===== config.mk =====
export PLATFORM = sky130hd
export DESIGN_NAME = axi_single_master_flat
export DESIGN_NICKNAME = d
export VERILOG_FILES = /design/src/rtl/axi_master_pkg.sv /design/src/rtl/axi_single_master_if.sv /design/src/rtl/axi_single_master.sv /design/src/flat_wrapper.sv
export SDC_FILE = /design/constraint.sdc
export NUM_CORES = 1
export LEC_CHECK = 0
export BUFFER_PORTS_ARGS = -buffer_cell sky130_fd_sc_hd__buf_2
export CAP_MARGIN = 15
export CORE_AREA = 3 3 163 165
export DETAILED_ROUTE_END_ITERATION = 7
export DIE_AREA = 0 0 166 168
export PLACE_DENSITY = 0.51
export SYNTH_ARGS = -nofsm -noshare
export SYNTH_HDL_FRONTEND = slang
export SYNTH_SLANG_ARGS = --single-unit
export TNS_END_PERCENT = 50

===== constraint.sdc =====
create_clock -name clk_i -period 1.9 [get_ports clk_i]
set_input_delay 0.38 -clock clk_i [delete_from_list [all_inputs] [get_ports clk_i]]
set_output_delay 0.38 -clock clk_i [all_outputs]
set_load 0.05 [all_outputs]

===== src/rtl/axi_master_pkg.sv =====
// rtl/axi_master_pkg.sv - shared state encoding and AXI constants for the single-beat master
package axi_master_pkg;

  typedef enum logic [2:0] {
    IDLE,
    WRITE,
    WRESP,
    READA,
    READD
  } state_e;

  localparam logic [1:0] AXI_RESP_SLVERR = 2'b10;
  localparam logic [1:0] AXI_RESP_DECERR = 2'b11;
  localparam logic [1:0] AXI_BURST_INCR  = 2'b01;
  localparam logic [2:0] AXI_SIZE_8B     = 3'd3;
  localparam int         AXI_DATA_WIDTH  = 64;
  localparam int         AXI_STRB_WIDTH  = AXI_DATA_WIDTH / 8;

  // Both error encodings share resp[1]; OKAY and EXOKAY count as success.
  function automatic logic resp_is_err(input logic [1:0] resp);
    return (resp == AXI_RESP_SLVERR) || (resp == AXI_RESP_DECERR);
  endfunction

endpackage


===== src/rtl/axi_single_master_if.sv =====
// rtl/axi_single_master_if.sv - single-beat AXI4 channels between master and slave
interface axi_single_master_if
  import axi_master_pkg::*;
#(
  parameter int ADDR_W = 32,
  parameter int ID_W   = 4
);

  logic                      aw_valid;
  logic                      aw_ready;
  logic [ADDR_W-1:0]         aw_addr;
  logic [ID_W-1:0]           aw_id;
  logic [7:0]                aw_len;
  logic [2:0]                aw_size;
  logic [1:0]                aw_burst;

  logic                      w_valid;
  logic                      w_ready;
  logic [AXI_DATA_WIDTH-1:0] w_data;
  logic [AXI_STRB_WIDTH-1:0] w_strb;
  logic                      w_last;

  logic                      b_valid;
  logic                      b_ready;
  logic [1:0]                b_resp;

  logic                      ar_valid;
  logic                      ar_ready;
  logic [ADDR_W-1:0]         ar_addr;
  logic [ID_W-1:0]           ar_id;
  logic [7:0]                ar_len;
  logic [2:0]                ar_size;
  logic [1:0]                ar_burst;

  logic                      r_valid;
  logic                      r_ready;
  logic [AXI_DATA_WIDTH-1:0] r_data;
  logic [1:0]                r_resp;
  logic                      r_last;

  modport master (
    output aw_valid, aw_addr, aw_id, aw_len, aw_size, aw_burst,
    input  aw_ready,
    output w_valid, w_data, w_strb, w_last,
    input  w_ready,
    input  b_valid, b_resp,
    output b_ready,
    output ar_valid, ar_addr, ar_id, ar_len, ar_size, ar_burst,
    input  ar_ready,
    input  r_valid, r_data, r_resp, r_last,
    output r_ready
  );

  modport slave (
    input  aw_valid, aw_addr, aw_id, aw_len, aw_size, aw_burst,
    output aw_ready,
    input  w_valid, w_data, w_strb, w_last,
    output w_ready,
    output b_valid, b_resp,
    input  b_ready,
    input  ar_valid, ar_addr, ar_id, ar_len, ar_size, ar_burst,
    output ar_ready,
    output r_valid, r_data, r_resp, r_last,
    input  r_ready
  );

endinterface


===== src/rtl/axi_single_master.sv =====
// rtl/axi_single_master.sv - one-outstanding single-beat AXI4 master driven by a simple request port
module axi_single_master
  import axi_master_pkg::*;
#(
  parameter int AXI_ADDR_WIDTH = 32,
  parameter int AXI_ID_WIDTH   = 4,
  parameter int MST_ID         = 0
) (
  input  logic                      clk_i,
  input  logic                      rst_i,

  input  logic                      req_valid,
  output logic                      req_ready,
  input  logic                      req_we,
  input  logic [AXI_ADDR_WIDTH-1:0] req_addr,
  input  logic [63:0]               req_wdata,
  input  logic [7:0]                req_strb,

  output logic                      rsp_valid,
  output logic [63:0]               rsp_rdata,
  output logic                      rsp_err,

  axi_single_master_if.master       axi
);

  state_e                    state_q, state_d;
  logic                      aw_done_q, aw_done_d;
  logic                      w_done_q, w_done_d;
  logic [AXI_ADDR_WIDTH-1:0] addr_q, addr_d;
  logic [63:0]               wdata_q, wdata_d;
  logic [7:0]                strb_q, strb_d;
  logic                      rsp_valid_q, rsp_valid_d;
  logic                      rsp_err_q, rsp_err_d;
  logic [63:0]               rsp_rdata_q, rsp_rdata_d;
  logic                      aw_hs, w_hs;
  logic                      unused_r_last;

  always_ff @(posedge clk_i) begin
    if (rst_i) begin
      state_q     <= IDLE;
      aw_done_q   <= 1'b0;
      w_done_q    <= 1'b0;
      addr_q      <= '0;
      wdata_q     <= '0;
      strb_q      <= '0;
      rsp_valid_q <= 1'b0;
      rsp_err_q   <= 1'b0;
      rsp_rdata_q <= '0;
    end else begin
      state_q     <= state_d;
      aw_done_q   <= aw_done_d;
      w_done_q    <= w_done_d;
      addr_q      <= addr_d;
      wdata_q     <= wdata_d;
      strb_q      <= strb_d;
      rsp_valid_q <= rsp_valid_d;
      rsp_err_q   <= rsp_err_d;
      rsp_rdata_q <= rsp_rdata_d;
    end
  end

  // AW and W retire independently; the write leaves WRITE once both have been taken.
  assign aw_hs = axi.aw_valid && axi.aw_ready;
  assign w_hs  = axi.w_valid && axi.w_ready;

  always_comb begin
    state_d     = state_q;
    aw_done_d   = aw_done_q;
    w_done_d    = w_done_q;
    addr_d      = addr_q;
    wdata_d     = wdata_q;
    strb_d      = strb_q;
    rsp_valid_d = 1'b0;
    rsp_err_d   = rsp_err_q;
    rsp_rdata_d = rsp_rdata_q;
    case (state_q)
      IDLE: begin
        if (req_valid) begin
          addr_d    = req_addr;
          wdata_d   = req_wdata;
          strb_d    = req_strb;
          aw_done_d = 1'b0;
          w_done_d  = 1'b0;
          state_d   = req_we ? WRITE : READA;
        end
      end
      WRITE: begin
        if (aw_hs) aw_done_d = 1'b1;
        if (w_hs)  w_done_d  = 1'b1;
        if ((aw_done_q || aw_hs) && (w_done_q || w_hs)) state_d = WRESP;
      end
      WRESP: begin
        if (axi.b_valid) begin
          rsp_valid_d = 1'b1;
          rsp_err_d   = resp_is_err(axi.b_resp);
          state_d     = IDLE;
        end
      end
      READA: begin
        if (axi.ar_ready) state_d = READD;
      end
      READD: begin
        if (axi.r_valid) begin
          rsp_valid_d = 1'b1;
          rsp_err_d   = resp_is_err(axi.r_resp);
          rsp_rdata_d = axi.r_data;
          state_d     = IDLE;
        end
      end
      default: state_d = IDLE;
    endcase
  end

  assign req_ready = (state_q == IDLE);
  assign rsp_valid = rsp_valid_q;
  assign rsp_err   = rsp_err_q;
  assign rsp_rdata = rsp_rdata_q;

  assign axi.aw_valid = (state_q == WRITE) && !aw_done_q;
  assign axi.aw_addr  = addr_q;
  assign axi.aw_id    = AXI_ID_WIDTH'(MST_ID);
  assign axi.aw_len   = 8'd0;
  assign axi.aw_size  = AXI_SIZE_8B;
  assign axi.aw_burst = AXI_BURST_INCR;

  assign axi.w_valid  = (state_q == WRITE) && !w_done_q;
  assign axi.w_data   = wdata_q;
  assign axi.w_strb   = strb_q;
  assign axi.w_last   = 1'b1;

  assign axi.b_ready  = (state_q == WRESP);

  assign axi.ar_valid = (state_q == READA);
  assign axi.ar_addr  = addr_q;
  assign axi.ar_id    = AXI_ID_WIDTH'(MST_ID);
  assign axi.ar_len   = 8'd0;
  assign axi.ar_size  = AXI_SIZE_8B;
  assign axi.ar_burst = AXI_BURST_INCR;

  assign axi.r_ready  = (state_q == READD);

  // Every read is a single beat, so the last flag carries no information.
  assign unused_r_last = axi.r_last;

endmodule


===== src/flat_wrapper.sv =====
// flat-port wrapper written by rule: the top's interface ports become plain ports
module axi_single_master_flat import axi_master_pkg::*;
#(
  parameter int AXI_ADDR_WIDTH = 32,
  parameter int AXI_ID_WIDTH   = 4,
  parameter int MST_ID         = 0
)
  (clk_i, rst_i, req_valid, req_ready, req_we, req_addr, req_wdata, req_strb, rsp_valid, rsp_rdata, rsp_err, axi_aw_valid, axi_aw_addr, axi_aw_id, axi_aw_len, axi_aw_size, axi_aw_burst, axi_aw_ready, axi_w_valid, axi_w_data, axi_w_strb, axi_w_last, axi_w_ready, axi_b_valid, axi_b_resp, axi_b_ready, axi_ar_valid, axi_ar_addr, axi_ar_id, axi_ar_len, axi_ar_size, axi_ar_burst, axi_ar_ready, axi_r_valid, axi_r_data, axi_r_resp, axi_r_last, axi_r_ready);
  axi_single_master_if #(.ADDR_W((32)), .ID_W((4))) axi_i ();
  input  logic clk_i;
  input  logic rst_i;
  input  logic req_valid;
  output logic req_ready;
  input  logic req_we;
  input  logic [AXI_ADDR_WIDTH-1:0] req_addr;
  input  logic [63:0] req_wdata;
  input  logic [7:0] req_strb;
  output logic rsp_valid;
  output logic [63:0] rsp_rdata;
  output logic rsp_err;
  output wire logic [$bits(axi_i.aw_valid)-1:0] axi_aw_valid;
  output wire logic [$bits(axi_i.aw_addr)-1:0] axi_aw_addr;
  output wire logic [$bits(axi_i.aw_id)-1:0] axi_aw_id;
  output wire logic [$bits(axi_i.aw_len)-1:0] axi_aw_len;
  output wire logic [$bits(axi_i.aw_size)-1:0] axi_aw_size;
  output wire logic [$bits(axi_i.aw_burst)-1:0] axi_aw_burst;
  input wire logic [$bits(axi_i.aw_ready)-1:0] axi_aw_ready;
  output wire logic [$bits(axi_i.w_valid)-1:0] axi_w_valid;
  output wire logic [$bits(axi_i.w_data)-1:0] axi_w_data;
  output wire logic [$bits(axi_i.w_strb)-1:0] axi_w_strb;
  output wire logic [$bits(axi_i.w_last)-1:0] axi_w_last;
  input wire logic [$bits(axi_i.w_ready)-1:0] axi_w_ready;
  input wire logic [$bits(axi_i.b_valid)-1:0] axi_b_valid;
  input wire logic [$bits(axi_i.b_resp)-1:0] axi_b_resp;
  output wire logic [$bits(axi_i.b_ready)-1:0] axi_b_ready;
  output wire logic [$bits(axi_i.ar_valid)-1:0] axi_ar_valid;
  output wire logic [$bits(axi_i.ar_addr)-1:0] axi_ar_addr;
  output wire logic [$bits(axi_i.ar_id)-1:0] axi_ar_id;
  output wire logic [$bits(axi_i.ar_len)-1:0] axi_ar_len;
  output wire logic [$bits(axi_i.ar_size)-1:0] axi_ar_size;
  output wire logic [$bits(axi_i.ar_burst)-1:0] axi_ar_burst;
  input wire logic [$bits(axi_i.ar_ready)-1:0] axi_ar_ready;
  input wire logic [$bits(axi_i.r_valid)-1:0] axi_r_valid;
  input wire logic [$bits(axi_i.r_data)-1:0] axi_r_data;
  input wire logic [$bits(axi_i.r_resp)-1:0] axi_r_resp;
  input wire logic [$bits(axi_i.r_last)-1:0] axi_r_last;
  output wire logic [$bits(axi_i.r_ready)-1:0] axi_r_ready;
  assign axi_aw_valid = axi_i.aw_valid;
  assign axi_aw_addr = axi_i.aw_addr;
  assign axi_aw_id = axi_i.aw_id;
  assign axi_aw_len = axi_i.aw_len;
  assign axi_aw_size = axi_i.aw_size;
  assign axi_aw_burst = axi_i.aw_burst;
  assign axi_i.aw_ready = axi_aw_ready;
  assign axi_w_valid = axi_i.w_valid;
  assign axi_w_data = axi_i.w_data;
  assign axi_w_strb = axi_i.w_strb;
  assign axi_w_last = axi_i.w_last;
  assign axi_i.w_ready = axi_w_ready;
  assign axi_i.b_valid = axi_b_valid;
  assign axi_i.b_resp = axi_b_resp;
  assign axi_b_ready = axi_i.b_ready;
  assign axi_ar_valid = axi_i.ar_valid;
  assign axi_ar_addr = axi_i.ar_addr;
  assign axi_ar_id = axi_i.ar_id;
  assign axi_ar_len = axi_i.ar_len;
  assign axi_ar_size = axi_i.ar_size;
  assign axi_ar_burst = axi_i.ar_burst;
  assign axi_i.ar_ready = axi_ar_ready;
  assign axi_i.r_valid = axi_r_valid;
  assign axi_i.r_data = axi_r_data;
  assign axi_i.r_resp = axi_r_resp;
  assign axi_i.r_last = axi_r_last;
  assign axi_r_ready = axi_i.r_ready;
  axi_single_master #(.AXI_ADDR_WIDTH(AXI_ADDR_WIDTH), .AXI_ID_WIDTH(AXI_ID_WIDTH), .MST_ID(MST_ID)) u_core (.clk_i(clk_i), .rst_i(rst_i), .req_valid(req_valid), .req_ready(req_ready), .req_we(req_we), .req_addr(req_addr), .req_wdata(req_wdata), .req_strb(req_strb), .rsp_valid(rsp_valid), .rsp_rdata(rsp_rdata), .rsp_err(rsp_err), .axi(axi_i));
endmodule

Yosys cells after proc, flatten, opt, wreduce, memory -nomap -nowiden --
Index checks and enable logic that the tools add are counted.
Word-level totals: flip-flop bits (word level) 175
Cells by class: eq/ne operators 15, mux-type cells 18, reduce and logical (&&, ||, !) cells 20
Operator list (number):
- two-way mux 3 bit | 5
- one-hot mux 3 bit (5 select lines) | 1
- AND reduction 3 bit | 3
- == test 2 bit, second input constant | 4
- != test 2 x 1 -> 1 bit, second input constant | 4
- one-hot mux 1 bit (2 select lines) | 4
- two-way mux 1 bit | 7
- == test 3 x 2 -> 1 bit, second input constant | 2
- != test 2 bit, second input constant | 3
- logical AND 1 bit | 5
- AND reduction 5 bit | 1
- logical OR 1 bit | 4
- AND reduction 2 bit | 2
- nonzero test 2 bit | 2
- == test 3 x 1 -> 1 bit, second input constant | 1
- == test 3 bit, second input constant | 1
- zero test 3 bit | 1
- zero test 1 bit | 2
- two-way mux 2 bit | 1

Longest topological paths before layout --
word-level depth 7, depth in mapped cells 7

Least setup slack after synthesis --
No wires, ideal clock.
kind flip-flop to flip-flop, from register u_core.state_q[1], to register u_core.rsp_err_q (netlist: u_core.rsp_err), arrival 2.217 ns, path slack -0.403 ns, cell stages (with the launch flop) 5, clock period less this slack 2.303 ns, path through dfxtp_1 -> buf_2 -> nor3b_1 -> mux2i_1 -> a211oi_1
On the way: word-level cells in the longest chain between the ends 3, elaborated cells on any way between the ends 7
RTL lines:
- from (decl) | RTL line axi_single_master.sv:26 | state_e state_q, state_d;
- from (signal assigned) | RTL line axi_single_master.sv:50 | state_q <= state_d;
- == test 3 bit *
- named net axi_r_ready | RTL line flat_wrapper.sv:47 | output wire logic [$bits(axi_i.r_ready)-1:0] axi_r_ready;
- != test 2 bit (no source line) or nonzero test 2 bit (tied branches)
- AND reduction 3 bit (no source line)
- to (signal assigned) | RTL line axi_single_master.sv:57 | rsp_err_q <= rsp_err_d;
- to (decl) | RTL line axi_single_master.sv:33 | logic rsp_err_q, rsp_err_d;
The timed path passes the listed nets; every way through them passes the cells marked *. A chain may end at the register's enable or synchronous reset.

Worst setup path in the final report --
from register u_core.state_q[0], to output port axi_r_ready
On the way: word-level cells in the longest chain between the ends 1
RTL lines:
- == test 3 bit | RTL line axi_single_master.sv:140 | assign axi.r_ready = (state_q == READD);
- to (decl) | RTL line flat_wrapper.sv:47
Every way passes these cells.

==> metrics.md <==
| Metric | Value |
|---|---|
| Outcome | completed |
| Rows | 58 |
| Post-Route Skew | 0.0140 ns |
| # IOs | 425 |
| DRT Pass-1 Iters | 4 |
| Netlist cell types | 28 |
| Sequential share of the synthesized area | 52.3% |
| Ranking of synthesized cells by area | dfxtp_1, nand2_1, a21oi_1 |
| MaxCap Viol Count | 0 |
| Most frequent cells in the layout | buf_2, nand2_1, dfxtp_1, a21oi_1, conb_1 |
| Minimum clock period | 1.82 ns |
| # clock sinks | 175 |
| CP Class | flip-flop to output pin |
| Routed len/inst | 14.5 um |
| Mapped cell area | 6700 um2 |
| Number of remaining DRC errors | 0 |
| Initial drt markers | 341 |
| Yosys top cell area share | 52.3% |
| Insertion delay to the later sink of the worst-skew pair | 0.42 ns |
| Critical Path Sink Type | output pin |
| Starting Density | 26.6% |
| Worst-path cell chain | buf_12 > nor3b_2 > clkbuf_4 |
| Die Width | 166 um |
| Synth Instances | 850 |
| Post-Syn Area per Cell | 7.88 um2 |
| Final WL | 22.3 mm |
| Fin. Hold Viols | 0 |
| Die height | 168 um |
| #FFs+latches synth | 175 |
| Post CTS Setup Buffer Count | 0 |
| Overall routing resource usage | 15.0% |
| Drt via density | 4.25 |
| Nets | 1,367 |
| DP HPWL | 16.3 mm |
| Maximum buffer depth of the clock tree | 2 |
| FMAX | 550 MHz |
| Die footprint | 27,900 um2 |
| Pin count of the biggest net entering global routing | 59 |
| YS warnings | 0 |
| Largest area contributor in the netlist | dfxtp_1 |
| HP Class | input port to flip-flop |
| Crit path launch type | flip-flop |
| Routed Antenna Nets | 0 |
| Min Hold Slack | 0.186 ns |
| Input/output buffers | 386 |
| TritonCTS Buffers | 17 |
| CP required | 1.52 ns |
| Final Max Slew Viols | 0 |
| Critical Path Max Stage Delay | 0.38 ns |
| Power Density | 1020 nW/um2 |
| Most common flop cell mapped by yosys | dfxtp_1 |
| Final core occ | 37.3% |
| Peak fanout along the critical path | 10 |
| Async SR Flop Fraction | 0% |
| # setup viols final | 0 |
| Leakage | 0.00444 uW |
| Root buffer cell | clkbuf_16 |
| Arr. time, crit path | 1.44 ns |
| Initial antenna violation count | 3 |
| Syn-to-layout area delta | 40.3% |
| H-tree levels | 4 |
| Gpl congestion | 0.794 |
| Final worst-path cycle share | 95.8% |
| RSZ-0062 raised after global routing | true |
| Worst VDD drop | 0.420 mV |
| Number of global-route vias before repair | 5,978 |
| Post-synth EDFFs | 0 |
| Clock slew at reported path FFs | 0.08 ns |
| Vias | 6,505 |
| CORE AREA | 25,200 um2 |
| Slowest CP cell | dfxtp_2 |
| CTS tree | yes |
| Gr ovfl total | 0 |
| First-pass GRT wire length | 33.7 mm |
| Share of cells above drive strength 1 | 38.2% |
| Most common cell after layout, fill and taps aside | buf_2 |
==> timing repair <==
action / in CTS / in global routing
endpoints found under the setup margin: 6 / 5
hold buffers: 0 / 0
pin swaps: 1 / 2
resized for setup: 12 / 12
hold endpoints to repair: 0 / 0
==> synthesized netlist by cell type (2+ instances only) <==
master,number
a211oi_1,2
a21oi_1,170
a311oi_1,2
buf_2,13
buf_4,69
buf_6,7
clkbuf_1,37
conb_1,2
dfxtp_1,175
mux2i_1,2
nand2_1,342
nor2_1,7
nor3b_1,5
o21ai_0,2
or3b_2,2
==> routing by layer <==
metal	global-route usage, %	part of all wire (%)	wire length, um
met5	0	0.058	13
met3	4.84	8.0	1770
met4	4.38	1.4	320
met2	25.0	48	10700
met1	18.6	42	9440
==> worst max-delay path, delay by kind of cell (launching register included) <==
| kind | cells | cell delay, ns |
|---|---|---|
| buf+inv | 2 | 0.43 |
| flops | 1 | 0.38 |
| simple gates | 1 | 0.21 |
==> kinds of logic after synthesis <==
family / Yosys count / share of synthesized area (%)
mux: 2 / 0.299
simple gates: 363 / 21.4
flops: 175 / 52.3
buf+inv: 128 / 12.1
other cells: 2 / 0.112
compound gates: 180 / 13.8
==> final timing paths <==
check / cells after the start / from / slack [ns] / endpoint
worst min register to register: 2 / u_core.rsp_rdata[59]$_SDFFE_PP0P_ / 0.45 / u_core.rsp_rdata[59]$_SDFFE_PP0P_
worst max register to register: 5 / u_core.state_q[1]$_SDFFE_PP0P_ / 0.32 / u_core.axi.w_data[5]$_SDFFE_PP0P_
worst max-delay path: 3 / u_core.state_q[0]$_SDFFE_PP0P_ / 0.08 / axi_r_ready
worst min-delay path: 3 / axi_r_data[9] / 0.19 / u_core.rsp_rdata[9]$_SDFFE_PP0P_
==> through the flow <==
stage | setup slack, ns | setup TNS [ns] | instances | power, uW | cell area [um2]
floorplan | -0.160 | -0.160 | 883 | 5600 | 6830
global placement | 0.273 | 0 | 1496 | 6090 | 8720
detailed placement | 0.267 | 0 | 1496 | 6100 | 8720
CTS | -0.0201 | -0.0201 | 1528 | 9760 | 9350
global route | -0.00896 | -0.0175 | 1529 | 10000 | 9390
finish | 0.0806 | 0 | 1530 | 9580 | 9400
==> cell type report <==
cell class	count	area (um2)
fill	2711	15800
sequential	175	3510
multi-input combinational	580	2570
timing repair buffer	410	2290
clock buffer	17	425
tap	330	413
clock inverter	15	168
antenna	2	5.00
inverter	1	3.75
==> flip-flops by register name, summed over array words and instances, names as in the netlist <==
name / flops
u_core.axi.ar_addr: 32
u_core.state_q: 3
u_core.rsp_rdata: 64
u_core.aw_done_q: 1
u_core.rsp_valid: 1
u_core.axi.w_strb: 8
u_core.w_done_q: 1
u_core.axi.w_data: 64
u_core.rsp_err: 1
==> where the power goes <==
| part | internal, uW | leakage [uW] | switching, uW |
|---|---|---|---|
| clock network | 1890 | 0.000295 | 1670 |
| registers | 3850 | 0.00143 | 111 |
| logic | 539 | 0.00271 | 1530 |
| total | 6270 | 0.00444 | 3310 |
(Power assumes the default switching activity.)
